`config.mk`:
```
export PLATFORM = sky130hd
export DESIGN_NAME = fifo_wr_arb
export DESIGN_NICKNAME = d
export VERILOG_FILES = /design/src/rtl/fifo_wr_arb.sv
export SDC_FILE = /design/constraint.sdc
export NUM_CORES = 1
export LEC_CHECK = 0
export CORE_AREA = 2 2 65 67
export CTS_CLUSTER_SIZE = 28
export DETAILED_ROUTE_END_ITERATION = 10
export DIE_AREA = 0 0 67 69
export DONT_BUFFER_PORTS = 1
export PLACE_DENSITY = 0.86
export SLEW_MARGIN = 40
export SYNTH_ARGS = -nofsm -noshare
export SYNTH_HDL_FRONTEND = slang
export SYNTH_SLANG_ARGS = --single-unit
```
`constraint.sdc`:
```
create_clock -name I_clk -period 4.92 [get_ports I_clk]
set_input_delay 0.984 -clock I_clk [delete_from_list [all_inputs] [get_ports I_clk]]
set_output_delay 0.984 -clock I_clk [all_outputs]
set_load 0.02 [all_outputs]
```
`src/rtl/fifo_wr_arb.sv`:
```
// -----------------------------------------------------------------------------
// fifo_wr_arb
// Packet-granular round-robin arbiter in front of a single FIFO write port.
// An idle arbiter picks one requester (round-robin from r_ptr), locks onto it
// for a whole packet and forwards its beats to the FIFO. It releases the lock
// after the beat flagged I_last has been accepted.
//
// Ports
//   I_clk      in   1            FIFO write clock
//   I_rst      in   1            asynchronous active-high reset
//   I_req      in   NREQ         per-requester data valid
//   I_data     in   NREQ*DSIZE   per-requester data, requester k at [k*DSIZE +: DSIZE]
//   I_last     in   NREQ         per-requester last beat of packet (qualified by I_req)
//   O_ack      out  NREQ         one-hot beat-accepted strobe
//   O_grant    out  NREQ         one-hot current owner, zero when idle
//   O_winc     out  1            FIFO write increment
//   O_wdata    out  DSIZE        FIFO write data
//   I_wfull    in   1            FIFO full flag (same clock domain)
//   O_wr_cnt   out  16           accepted beat counter (wraps)
//   O_pkt_cnt  out  16           completed packet counter (wraps)
// -----------------------------------------------------------------------------
module fifo_wr_arb #(
    parameter int NREQ  = 4,
    parameter int DSIZE = 8
) (
    input  logic                  I_clk,
    input  logic                  I_rst,
    input  logic [NREQ-1:0]       I_req,
    input  logic [NREQ*DSIZE-1:0] I_data,
    input  logic [NREQ-1:0]       I_last,
    output logic [NREQ-1:0]       O_ack,
    output logic [NREQ-1:0]       O_grant,
    output logic                  O_winc,
    output logic [DSIZE-1:0]      O_wdata,
    input  logic                  I_wfull,
    output logic [15:0]           O_wr_cnt,
    output logic [15:0]           O_pkt_cnt
);

    localparam int PW = (NREQ > 1) ? $clog2(NREQ) : 1;

    localparam logic [0:0] ST_IDLE = 1'b0;
    localparam logic [0:0] ST_LOCK = 1'b1;

    logic [0:0]       r_state;
    logic [NREQ-1:0]  r_grant;
    logic [PW-1:0]    r_owner;
    logic [PW-1:0]    r_ptr;
    logic [15:0]      r_wr_cnt;
    logic [15:0]      r_pkt_cnt;

    logic             w_found;
    logic [PW-1:0]    w_win_idx;
    logic [PW-1:0]    w_cand;
    logic             w_own_req;
    logic             w_own_last;
    logic [DSIZE-1:0] w_own_data;
    logic             w_lock;
    logic             w_winc;
    logic             w_done;

    // Round-robin search: first requester at or after r_ptr, wrapping at NREQ.
    always_comb begin
        w_found   = 1'b0;
        w_win_idx = '0;
        w_cand    = '0;
        for (int i = 0; i < NREQ; i++) begin
            w_cand = PW'((int'(r_ptr) + i) % NREQ);
            if (!w_found && I_req[w_cand]) begin
                w_found   = 1'b1;
                w_win_idx = w_cand;
            end else begin
                w_found   = w_found;
            end
        end
    end

    // Pick the owner's request, last flag and data slice.
    always_comb begin
        w_own_req  = 1'b0;
        w_own_last = 1'b0;
        w_own_data = '0;
        for (int k = 0; k < NREQ; k++) begin
            if (r_owner == PW'(k)) begin
                w_own_req  = I_req[k];
                w_own_last = I_last[k];
                w_own_data = I_data[k*DSIZE +: DSIZE];
            end else begin
                w_own_req  = w_own_req;
            end
        end
    end

    // Write path is combinational so a beat is accepted in the cycle it is
    // presented; full and a dropped request both simply stall the owner.
    assign w_lock = (r_state == ST_LOCK);
    assign w_winc = w_lock & w_own_req & ~I_wfull;
    assign w_done = w_winc & w_own_last;

    assign O_winc    = w_winc;
    assign O_ack     = r_grant & {NREQ{w_winc}};
    assign O_wdata   = w_lock ? w_own_data : {DSIZE{1'b0}};
    assign O_grant   = r_grant;
    assign O_wr_cnt  = r_wr_cnt;
    assign O_pkt_cnt = r_pkt_cnt;

    // Arbitration FSM: IDLE grants a winner, LOCK holds it until the last beat.
    always_ff @(posedge I_clk or posedge I_rst) begin
        if (I_rst) begin
            r_state <= ST_IDLE;
            r_grant <= '0;
            r_owner <= '0;
            r_ptr   <= '0;
        end else begin
            case (r_state)
                ST_IDLE: begin
                    if (w_found) begin
                        r_state <= ST_LOCK;
                        r_grant <= {{(NREQ-1){1'b0}}, 1'b1} << w_win_idx;
                        r_owner <= w_win_idx;
                    end
                end
                ST_LOCK: begin
                    if (w_done) begin
                        r_state <= ST_IDLE;
                        r_grant <= '0;
                        r_ptr   <= (r_owner == PW'(NREQ-1)) ? '0 : r_owner + PW'(1);
                    end
                end
                default: begin
                    r_state <= ST_IDLE;
                    r_grant <= '0;
                end
            endcase
        end
    end

    // Beat and packet counters, free-running with natural 16-bit wrap.
    always_ff @(posedge I_clk or posedge I_rst) begin
        if (I_rst) begin
            r_wr_cnt  <= 16'd0;
            r_pkt_cnt <= 16'd0;
        end else begin
            if (w_winc) begin
                r_wr_cnt <= r_wr_cnt + 16'd1;
            end
            if (w_done) begin
                r_pkt_cnt <= r_pkt_cnt + 16'd1;
            end
        end
    end

endmodule

```
; Yosys cells after proc, flatten, opt, wreduce, memory -nomap -nowiden
; Index checks and enable logic that the tools add are counted.
[word_totals]
wordCells = 74
register_bits = 41
input_bits = 43
output_inout_bits = 49
[op_classes]
n_addsub = 6
magnitude_cmp = 4
eq_ne = 5
n_bitwise = 6
n_reduce_logical = 10
muxes = 36
shift = 1
[op_table]
columns = op, count
row1 = two-way mux 8 bit, 5
row2 = adder 16 x 1 -> 16 bit (second input constant), 2
row3 = two-way mux 1 bit, 18
row4 = less-than comparator 2 x 3 -> 1 bit (second input constant), 4
row5 = two-way mux 2 bit, 5
row6 = binary-select mux 1 bit (select 2 bit), 4
row7 = two-way mux 4 bit, 2
row8 = one-hot mux 4 bit (2 select lines), 1
row9 = AND reduction 2 bit, 3
row10 = adder 2 x 1 -> 2 bit (second input constant), 2
row11 = adder 2 bit (second input constant), 2
row12 = bitwise AND 4 bit, 1
row13 = equality test 2 bit (second input constant), 2
row14 = << shifter 1 x 2 -> 4 bit (first input constant), 1
row15 = bitwise AND 1 bit, 3
row16 = logical AND 1 bit, 3
row17 = logical NOT 1 bit, 3
row18 = equality test 2 x 1 -> 1 bit (second input constant), 1
row19 = logical NOT 2 bit, 1
row20 = inequality test 2 x 1 -> 1 bit (second input constant), 1
row21 = inequality test 2 bit (second input constant), 1
row22 = inverter 1 bit, 2
row23 = one-hot mux 1 bit (2 select lines), 1

; Logic depth before layout (Yosys ltp)
; Gate-level depths: netlist of the first run.
[depth]
depth_word = 15
depth_mapped = 10

; Least setup slack after synthesis of the first run
; OpenSTA, ideal clock, no wires.
[synth_timing]
path_kind = input to output
startpoint = input port I_req[0]
endpoint = output port O_ack[0]
arrival_ns = 2.365
cell_stages = 5
required_time_ns = 3.936
slack_ns = 1.571
path_cell_list = and3b_1 -> a2111oi_0 -> nor2_1 -> clkbuf_1 -> and2_1
[synth_between]
elab_chain_cells = 7
[synth_rtl]
columns = element, line
row1 = from (decl), 28  ; input logic [NREQ-1:0] I_req,
row2 = two-way mux 1 bit (4 in a row), 84  ; if (r_owner == PW'(k)) begin
row3 = bitwise AND 1 bit (2 in a row), 97  ; assign w_winc = w_lock & w_own_req & ~I_wfull;
row4 = via O_winc, 33  ; output logic O_winc,
row5 = bitwise AND 4 bit, 101  ; assign O_ack = r_grant & {NREQ{w_winc}};
row6 = to (decl), 31  ; output logic [NREQ-1:0] O_ack,
; The timed path passes the listed nets, and every way through them passes these cells.

; Worst setup path after layout of the first run
[layout_timing]
startpoint = register r_owner[1]
endpoint = output port O_ack[2]
[layout_between]
elab_chain_cells = 8
elab_cells_between_ends = 11
[layout_rtl]
columns = element, line
row1 = from (decl), 47  ; logic [PW-1:0] r_owner;
row2 = from (signal assigned), 120  ; r_owner <= w_win_idx;
row3 = logical NOT 2 bit, 84
row4 = two-way mux 1 bit (3 in a row), 84
row5 = two-way mux 1 bit (*), 84
row6 = bitwise AND 1 bit (*) (2 in a row), 97
row7 = bitwise AND 4 bit (*), 101
; Mark *: on every way between the ends. The rest lies on a longest branch, timed or not.

==> results of run 1 <==
[worst max-delay path by stage]
stage	from	cells after the start	slack, ns	endpoint
finish	r_owner[1]$_DFFE_PP0P_	7	1.29	O_ack[2]
global route	r_owner[1]$_DFFE_PP0P_	7	1.08	O_ack[2]
CTS	r_owner[1]$_DFFE_PP0P_	7	1.14	O_ack[2]
detailed placement	r_owner[1]$_DFFE_PP0P_	7	1.46	O_ack[2]
global placement	I_req[0]	5	1.63	O_ack[2]
floorplan	I_req[0]	5	1.57	O_ack[0]
[worst min-delay path, cell delays in order (launching register included)]
cell,delay (ns)
sky130_fd_sc_hd__dfrtp_1,0.36
sky130_fd_sc_hd__nand2_1,0.05
sky130_fd_sc_hd__o31ai_1,0.06
[power breakdown]
part	switching (mW)	internal, mW
Sequential	0.147	0.403
Combinational	0.318	0.195
Clock	0.111	0.101
Total	0.575	0.699
[state kept, by name, indices dropped and copies added (netlist names)]
register,count
O_pkt_cnt,16
r_ptr,2
r_owner,2
O_grant,4
r_state,1
O_wr_cnt,16
[final cells by class]
| class | count | share of cell area (%) |
|---|---|---|
| clock buffers | 8 | 3.33 |
| inverters | 13 | 2.03 |
| repair buffers | 2 | 0.625 |
| flip-flops and latches | 41 | 42.7 |
| multi-input cells | 170 | 48.7 |
| well taps | 50 | 2.60 |
[metal layers]
layer | GRT usage [%] | wire (um)
met4 | 6.58 | 53
met3 | 6.04 | 458
met1 | 25.6 | 1960
met5 | 0 | 0
met2 | 36.6 | 2450
[per-stage QoR]
stage               area, um2  cells
global placement         2310    276
floorplan                2300    239
finish                   2400    284
detailed placement       2320    276
global route             2400    284
CTS                      2400    284
[logic make-up after synthesis]
group | Yosys count
compound gates | 37
xor+xnor | 30
fa+ha+maj | 6
buf+inv | 28
flops | 41
mux | 4
simple gates | 93
[Yosys cell counts (2+ instances only)]
| master | count | share of area [%] |
|---|---|---|
| sky130_fd_sc_hd__dfrtp_1 | 41 | 45 |
| sky130_fd_sc_hd__xnor2_1 | 17 | 6.5 |
| sky130_fd_sc_hd__nor2b_1 | 16 | 4.3 |
| sky130_fd_sc_hd__nand2_1 | 15 | 2.4 |
| sky130_fd_sc_hd__a21oi_1 | 13 | 2.8 |
| sky130_fd_sc_hd__inv_1 | 13 | 2.1 |
| sky130_fd_sc_hd__xor2_1 | 13 | 4.9 |
| sky130_fd_sc_hd__nand3_1 | 11 | 2.4 |
| sky130_fd_sc_hd__nor3_1 | 11 | 2.4 |
| sky130_fd_sc_hd__clkbuf_1 | 9 | 1.5 |
| sky130_fd_sc_hd__nor2_1 | 9 | 1.5 |
| sky130_fd_sc_hd__a221oi_1 | 7 | 2.7 |
| sky130_fd_sc_hd__nand4_1 | 7 | 1.9 |
| sky130_fd_sc_hd__and3_1 | 6 | 1.6 |
| sky130_fd_sc_hd__ha_1 | 6 | 3.3 |
| sky130_fd_sc_hd__a32o_1 | 4 | 1.7 |
| sky130_fd_sc_hd__and2_1 | 4 | 1.1 |
| sky130_fd_sc_hd__o21ai_0 | 4 | 0.87 |
| sky130_fd_sc_hd__buf_2 | 3 | 0.65 |
| sky130_fd_sc_hd__mux2_2 | 3 | 1.5 |
| sky130_fd_sc_hd__nor3_2 | 3 | 1.3 |
| sky130_fd_sc_hd__nor4_1 | 3 | 0.81 |
| sky130_fd_sc_hd__a21o_1 | 2 | 0.65 |
| sky130_fd_sc_hd__buf_1 | 2 | 0.33 |
| sky130_fd_sc_hd__nand2b_1 | 2 | 0.54 |
==> summary.md, run 1 <==
| Metric | Value |
|---|---|
| Num ports | `92` |
| Fillers | `between 300 and 400` |
| Final clock skew | `between 0.005 and 0.006 ns` |
| Top_reg_cell synth | `sky130_fd_sc_hd__dfrtp_1` |
| Post-detailed-route DRC marker count | `0` |
| Net Count, Synth | `288` |
| Unique masters post-synth | `40` |
| Endpoint required time on the critical path | `approximately 3.9 ns` |
| Pre-CTS setup slack | `about 1.5 ns` |
| Slack of the critical path | `~1.3 ns` |
| Share of synthesized cell area in and, or, nand and nor gates | `roughly 22%` |
| Hold-fix buffers, CTS | `0` |
| Power consumption | `about 1.3 mW` |
| Slowest stage cell on the critical path | `sky130_fd_sc_hd__a2111oi_1` |
| Number of max-cap violations | `0` |
| Routed wire per std cell | `roughly 17 um` |
| Cells resized by post-CTS repair | `0` |
| Detail Placement HPWL | `3.59 mm` |
| Area taken by multi-input logic gates | `about 1200 um2` |
| WHS | `a little over 0.5 ns` |
| Min-Delay Startpoint | `r_ptr[0]$_DFFE_PP0P_` |
| Count of input and output buffers | `0` |
| Final Max Slew Viols | `0` |
| End of the worst register-to-register path | `O_pkt_cnt[11]$_DFFE_PP0P_` |
| CORE AREA | `between 3000 and 4000 um2` |
| Critical path class | `flop to primary output` |
| Worst path top cell family by delay | `simple AND/OR/NAND/NOR gates` |
| Dominant combinational cell family by area after synthesis | `simple AND/OR/NAND/NOR gates` |
| Peak VDD IR | `0.000373 V` |
| PwrDens | `530 nW/um2` |
| Count of flip-flops with a built-in enable after synthesis | `0` |
| Post-detailed-route count of antenna-violating nets | `0` |
| Largest net degree at the start of global routing | `42` |
| Vias post-DR | `1761` |
| Post-CTS setup-driven buffer insertion count | `0` |
| First-pass GRT wire length | `between 7 and 8 mm` |
| Fraction of synthesized cell area in xor and xnor cells | `~11%` |
| Relative area change from synthesis to final layout | `4.29%` |
| CTS root buf | `sky130_fd_sc_hd__clkbuf_8` |
| Endpoint with the worst hold slack | `r_ptr[0]$_DFFE_PP0P_` |
| Final hold violation count | `0` |
| Routed WL | `between 4 and 5 mm` |
| Number of iterations in the first detailed-routing pass | `4` |
| Crit path buffers/inverters | `2` |
| Highest clock rate | `about 280 MHz` |
| Slew margin rel. | `about 50%` |
| Die boundary height | `a little under 70 um` |
| Std cell rows | `23` |
| Run status | `complete, no violations` |
| Starting utilization of the core area | `58.9%` |
| Data arrival time of the worst path | `roughly 2.7 ns` |
| Overflow left after global routing | `0` |
| Clock Sinks | `approximately 40` |
| Leading cell type in the layout, fill and taps excluded | `sky130_fd_sc_hd__dfrtp_1` |
| Syn Inst Count | `~240` |
| Nature of the critical path endpoint | `primary output` |
| Final Setup Violations | `0` |
| Overall track demand over capacity in global routing | `21.4%` |
| Sequential fraction of the synthesis area | `44.5%` |
| TritonCTS clock tree | `done` |
| Share of layout cells above drive strength 1 | `around 6.4%` |
| Most frequent cells in the layout | `sky130_fd_sc_hd__dfrtp_1, sky130_fd_sc_hd__xnor2_1, sky130_fd_sc_hd__nor2b_1` |
| Count of inserted antenna diode cells | `0` |
| Die Wd | `between 60 and 70 um` |
| Worst setup slack for register-to-register paths | `about 1.6 ns` |
| Total number of yosys warnings | `0` |
| FFs w/ async S/R, synth | `100%` |
| First-iteration detailed-routing DRC count | `30` |
| Final critical-path required period | `about 3.6 ns` |
| Number of register bits inferred by synthesis | `a little over 40` |
| Total standard cell area after synthesis | `2300 um2` |
| Stage delay of the slowest cell on the critical path | `roughly 0.57 ns` |
| CP startpoint kind | `flop` |
| Sequence of cells on the critical path | `inv_1, ha_1, and3b_1, a2111oi_1, nor2_1, buf_4, and2_1` |
| Initial antenna violation count | `0` |
| Clock H-tree levels | `2` |
| Average cell area after synthesis | `around 9.6 um2` |
| Buffers from clock root to sink, at most | `2` |
| Count of nets after finishing | `between 200 and 300` |
| Detail-routed via count per cell | `around 6.2` |
| Start of the worst register-to-register path | `r_owner[0]$_DFFE_PP0P_` |
| Final core utilization | `~60%` |
| Die Outline Area | `about 4600 um2` |
| Register area | `roughly 1000 um2` |
| Number of buffers inserted during clock tree synthesis | `5` |
| Final period util | `between 70% and 80%` |
| Clock transition at the register clock pins on the worst setup and hold paths after CTS | `0.08 ns` |
| Final sum of negative setup slack | `0 ns` |
| Multiplexer share of the synthesized area | `approximately 1.9%` |
| Setup repair after global routing missed its margin | `no` |
| Cell leakage power | `1.10 nW` |
| Adder-cell share of the synthesized area | `under 10%` |
| Complex-gate fraction of the synthesized area | `11.4%` |
| Number of cells on the worst hold path | `2` |
| Number of global-route vias before repair | `between 1.5k and 2k` |
| Number of cells on the worst reg-to-reg path | `6` |
| Biggest fanout along the worst timing path | `13` |
| Slew at the pin with the worst max-slew slack | `between 0.7 and 0.8 ns` |
| Hold/Removal Path Class | `flop to flop` |
| Gpl congestion | `approximately 0.75` |
| Insertion delay to the later sink of the worst-skew pair | `about 0.29 ns` |
Power figures use the tool's default switching activity.
==> inputs of run 2 (changes only) <==
==> constraint.sdc (replaced) <==
create_clock -name I_clk -period 3.8 [get_ports I_clk]
set_input_delay 0.76 -clock I_clk [delete_from_list [all_inputs] [get_ports I_clk]]
set_output_delay 0.76 -clock I_clk [all_outputs]
set_load 0.02 [all_outputs]
==> run 2 against run 1 <==
Compared with the run above: setup slack worse by 0.90 ns; worst hold slack lost 0.13 ns; count of clock-buffer cells in the layout stayed put; sequential power rose by 29%; clock power up 27%; sequential share of layout area decreased by 0.13 points; die area did not move; combinational power increased by 29%; global-route usage is 0.84 points higher; largest cell class unchanged.
==> summary.md, run 2 (same netlist as run 1, synthesis figures left out) <==
| Metric | Value |
|---|---|
| Most frequent cells in the layout | `sky130_fd_sc_hd__dfrtp_1, sky130_fd_sc_hd__xnor2_1, sky130_fd_sc_hd__nor2b_1` |
| Placed instance area | `2330 um2` |
| Buffers from clock root to sink, at most | `2` |
| Cells resized by post-CTS repair | `0` |
| Peak VDD IR | `roughly 0.00037 V` |
| Register area | `around 1000 um2` |
| Routed WL | `between 4 and 5 mm` |
| Setup repair after global routing missed its margin | `no` |
| Data arrival time of the worst path | `2.65 ns` |
| CORE AREA | `a little under 4000 um2` |
| Gpl congestion | `~0.83` |
| Biggest fanout along the worst timing path | `13` |
| Nature of the critical path endpoint | `primary output` |
| Final core utilization | `between 60% and 70%` |
| Count of inserted antenna diode cells | `0` |
| Relative area change from synthesis to final layout | `4.62%` |
| Die Outline Area | `4620 um2` |
| Final hold violation count | `0` |
| Share of layout cells above drive strength 1 | `7.20%` |
| Insertion delay to the later sink of the worst-skew pair | `a little under 0.3 ns` |
| Slack of the critical path | `0.388 ns` |
| WHS | `about 0.38 ns` |
| Hold/Removal Path Class | `input port to asynchronous set/reset pin` |
| Slew margin rel. | `between 40% and 50%` |
| Final sum of negative setup slack | `0 ns` |
| Area taken by multi-input logic gates | `between 1000 and 1500 um2` |
| Pre-CTS setup slack | `approximately 0.69 ns` |
| Power share of the clock group | `16.4%` |
| Number of max-cap violations | `0` |
| Std cell rows | `23` |
| Hold-fix buffers, CTS | `0` |
| Stage delay of the slowest cell on the critical path | `0.66 ns` |
| Power consumption | `between 1.5 and 2 mW` |
| Clock H-tree levels | `2` |
| Count of nets after finishing | `~280` |
| Die boundary height | `between 60 and 70 um` |
| Fillers | `roughly 360` |
| Number of cells on the worst reg-to-reg path | `7` |
| Clock transition at the register clock pins on the worst setup and hold paths after CTS | `~0.070 ns` |
| Cell area after layout | `2410 um2` |
| Run status | `complete, no violations` |
| Endpoint required time on the critical path | `around 3.0 ns` |
| Switching share of power | `between 40 and 50%` |
| First-iteration detailed-routing DRC count | `67` |
| Number of standard cells in the layout, taps in and fillers out | `286` |
| Overflow left after global routing | `0` |
| Die Wd | `roughly 67 um` |
| Number of global-route vias before repair | `roughly 1.6k` |
| Final clock skew | `0.00312 ns` |
| PwrDens | `681 nW/um2` |
| Slew at the pin with the worst max-slew slack | `approximately 0.77 ns` |
| Post-CTS setup-driven buffer insertion count | `0` |
| CTS root buf | `sky130_fd_sc_hd__clkbuf_8` |
| Sequence of cells on the critical path | `inv_1, ha_1, and3b_1, a2111oi_0, nor2_1, and2_1` |
| Combinational cell fraction of total power | `approximately 40%` |
| Largest net degree at the start of global routing | `25` |
| Number of iterations in the first detailed-routing pass | `4` |
| CP startpoint kind | `flop` |
| Clock Sinks | `41` |
| Sequential group share of total power | `roughly 43%` |
| Detail-routed via count per cell | `approximately 6` |
| Initial antenna violation count | `0` |
| Post-detailed-route DRC marker count | `0` |
| Routed wire per std cell | `approximately 17 um` |
| Number of buffers inserted during clock tree synthesis | `5` |
| Final Max Slew Viols | `0` |
| Net switching power | `approximately 740 uW` |
| Leading cell type in the layout, fill and taps excluded | `sky130_fd_sc_hd__dfrtp_1` |
| First-pass GRT wire length | `around 7.9 mm` |
| Critical path class | `flop to primary output` |
| Overall track demand over capacity in global routing | `22.3%` |
| Final Setup Violations | `0` |
| Post-detailed-route count of antenna-violating nets | `0` |
| Final critical-path required period | `roughly 3.4 ns` |
| Highest clock rate | `between 200 and 300 MHz` |
| Vias post-DR | `1714` |
| Num ports | `between 90 and 100` |
| TritonCTS clock tree | `done` |
| Starting utilization of the core area | `58.9%` |
| Cell leakage power | `~1.1 nW` |
| Power Internal | `~910 uW` |
| Slowest stage cell on the critical path | `sky130_fd_sc_hd__a2111oi_0` |
| Inst Count DP | `approximately 280` |
| Count of input and output buffers | `0` |
| Detail Placement HPWL | `~3.7 mm` |
| Final period util | `89.8%` |
run 2: cell count changes in the layout (fill, tap and decap cells not counted):
| cell | before | now |
|---|---|---|
| sky130_fd_sc_hd__buf_4 | 2 | 4 |
| sky130_fd_sc_hd__nor4bb_2 | 1 | 0 |
| sky130_fd_sc_hd__inv_2 | 0 | 1 |
| sky130_fd_sc_hd__a2111oi_0 | 0 | 1 |
| sky130_fd_sc_hd__nor4bb_1 | 0 | 1 |
| sky130_fd_sc_hd__a2111oi_1 | 1 | 0 |
| sky130_fd_sc_hd__inv_1 | 13 | 12 |
run 2: worst max-delay path, delay by kind of cell, from the launching register on:
family | cells | cell delay (ns)
simple gates | 3 | 0.79
compound gates | 1 | 0.66
flops | 1 | 0.41
fa+ha+maj | 1 | 0.41
buf+inv | 1 | 0.09
run 2: final cells by class:
class,instances,share of cell area (%)
Inverter,13,2.02
Clock buffer,8,3.32
Sequential cell,41,42.6
Timing Repair Buffer,4,1.25
Tap cell,50,2.60
Multi-Input combinational cell,170,48.2
run 2: layer usage:
metal,share of wire (%),global-route usage (%),up-vias
met5,0,0,-
met4,0.93,7.26,0
met3,10,6.69,6
met2,50,36.3,80
met1,39,27.9,806
li1,-,-,822
run 2: worst paths after layout:
check | to | startpoint | slack (ns)
worst max-delay path | O_ack[2] | r_owner[1]$_DFFE_PP0P_ | 0.39
worst min-delay path | O_wr_cnt[0]$_DFFE_PP0N_ | I_rst | 0.38
worst max register to register | O_pkt_cnt[13]$_DFFE_PP0P_ | r_owner[0]$_DFFE_PP0P_ | 0.65
worst min register to register | r_ptr[0]$_DFFE_PP0P_ | r_ptr[0]$_DFFE_PP0P_ | 0.51
max in group asynchronous | O_pkt_cnt[5]$_DFFE_PP0P_ | I_rst | 2.81
min in group I_clk | r_ptr[0]$_DFFE_PP0P_ | r_ptr[0]$_DFFE_PP0P_ | 0.51
run 2: power groups by stage:
stage	Clock [mW]	Combinational [mW]	Sequential, mW
after floorplan	0	0.585	0.684
after global placement	0	0.643	0.717
after detailed placement	0	0.658	0.723
after CTS	0.272	0.662	0.714
after global routing	0.293	0.745	0.731
final	0.269	0.662	0.711
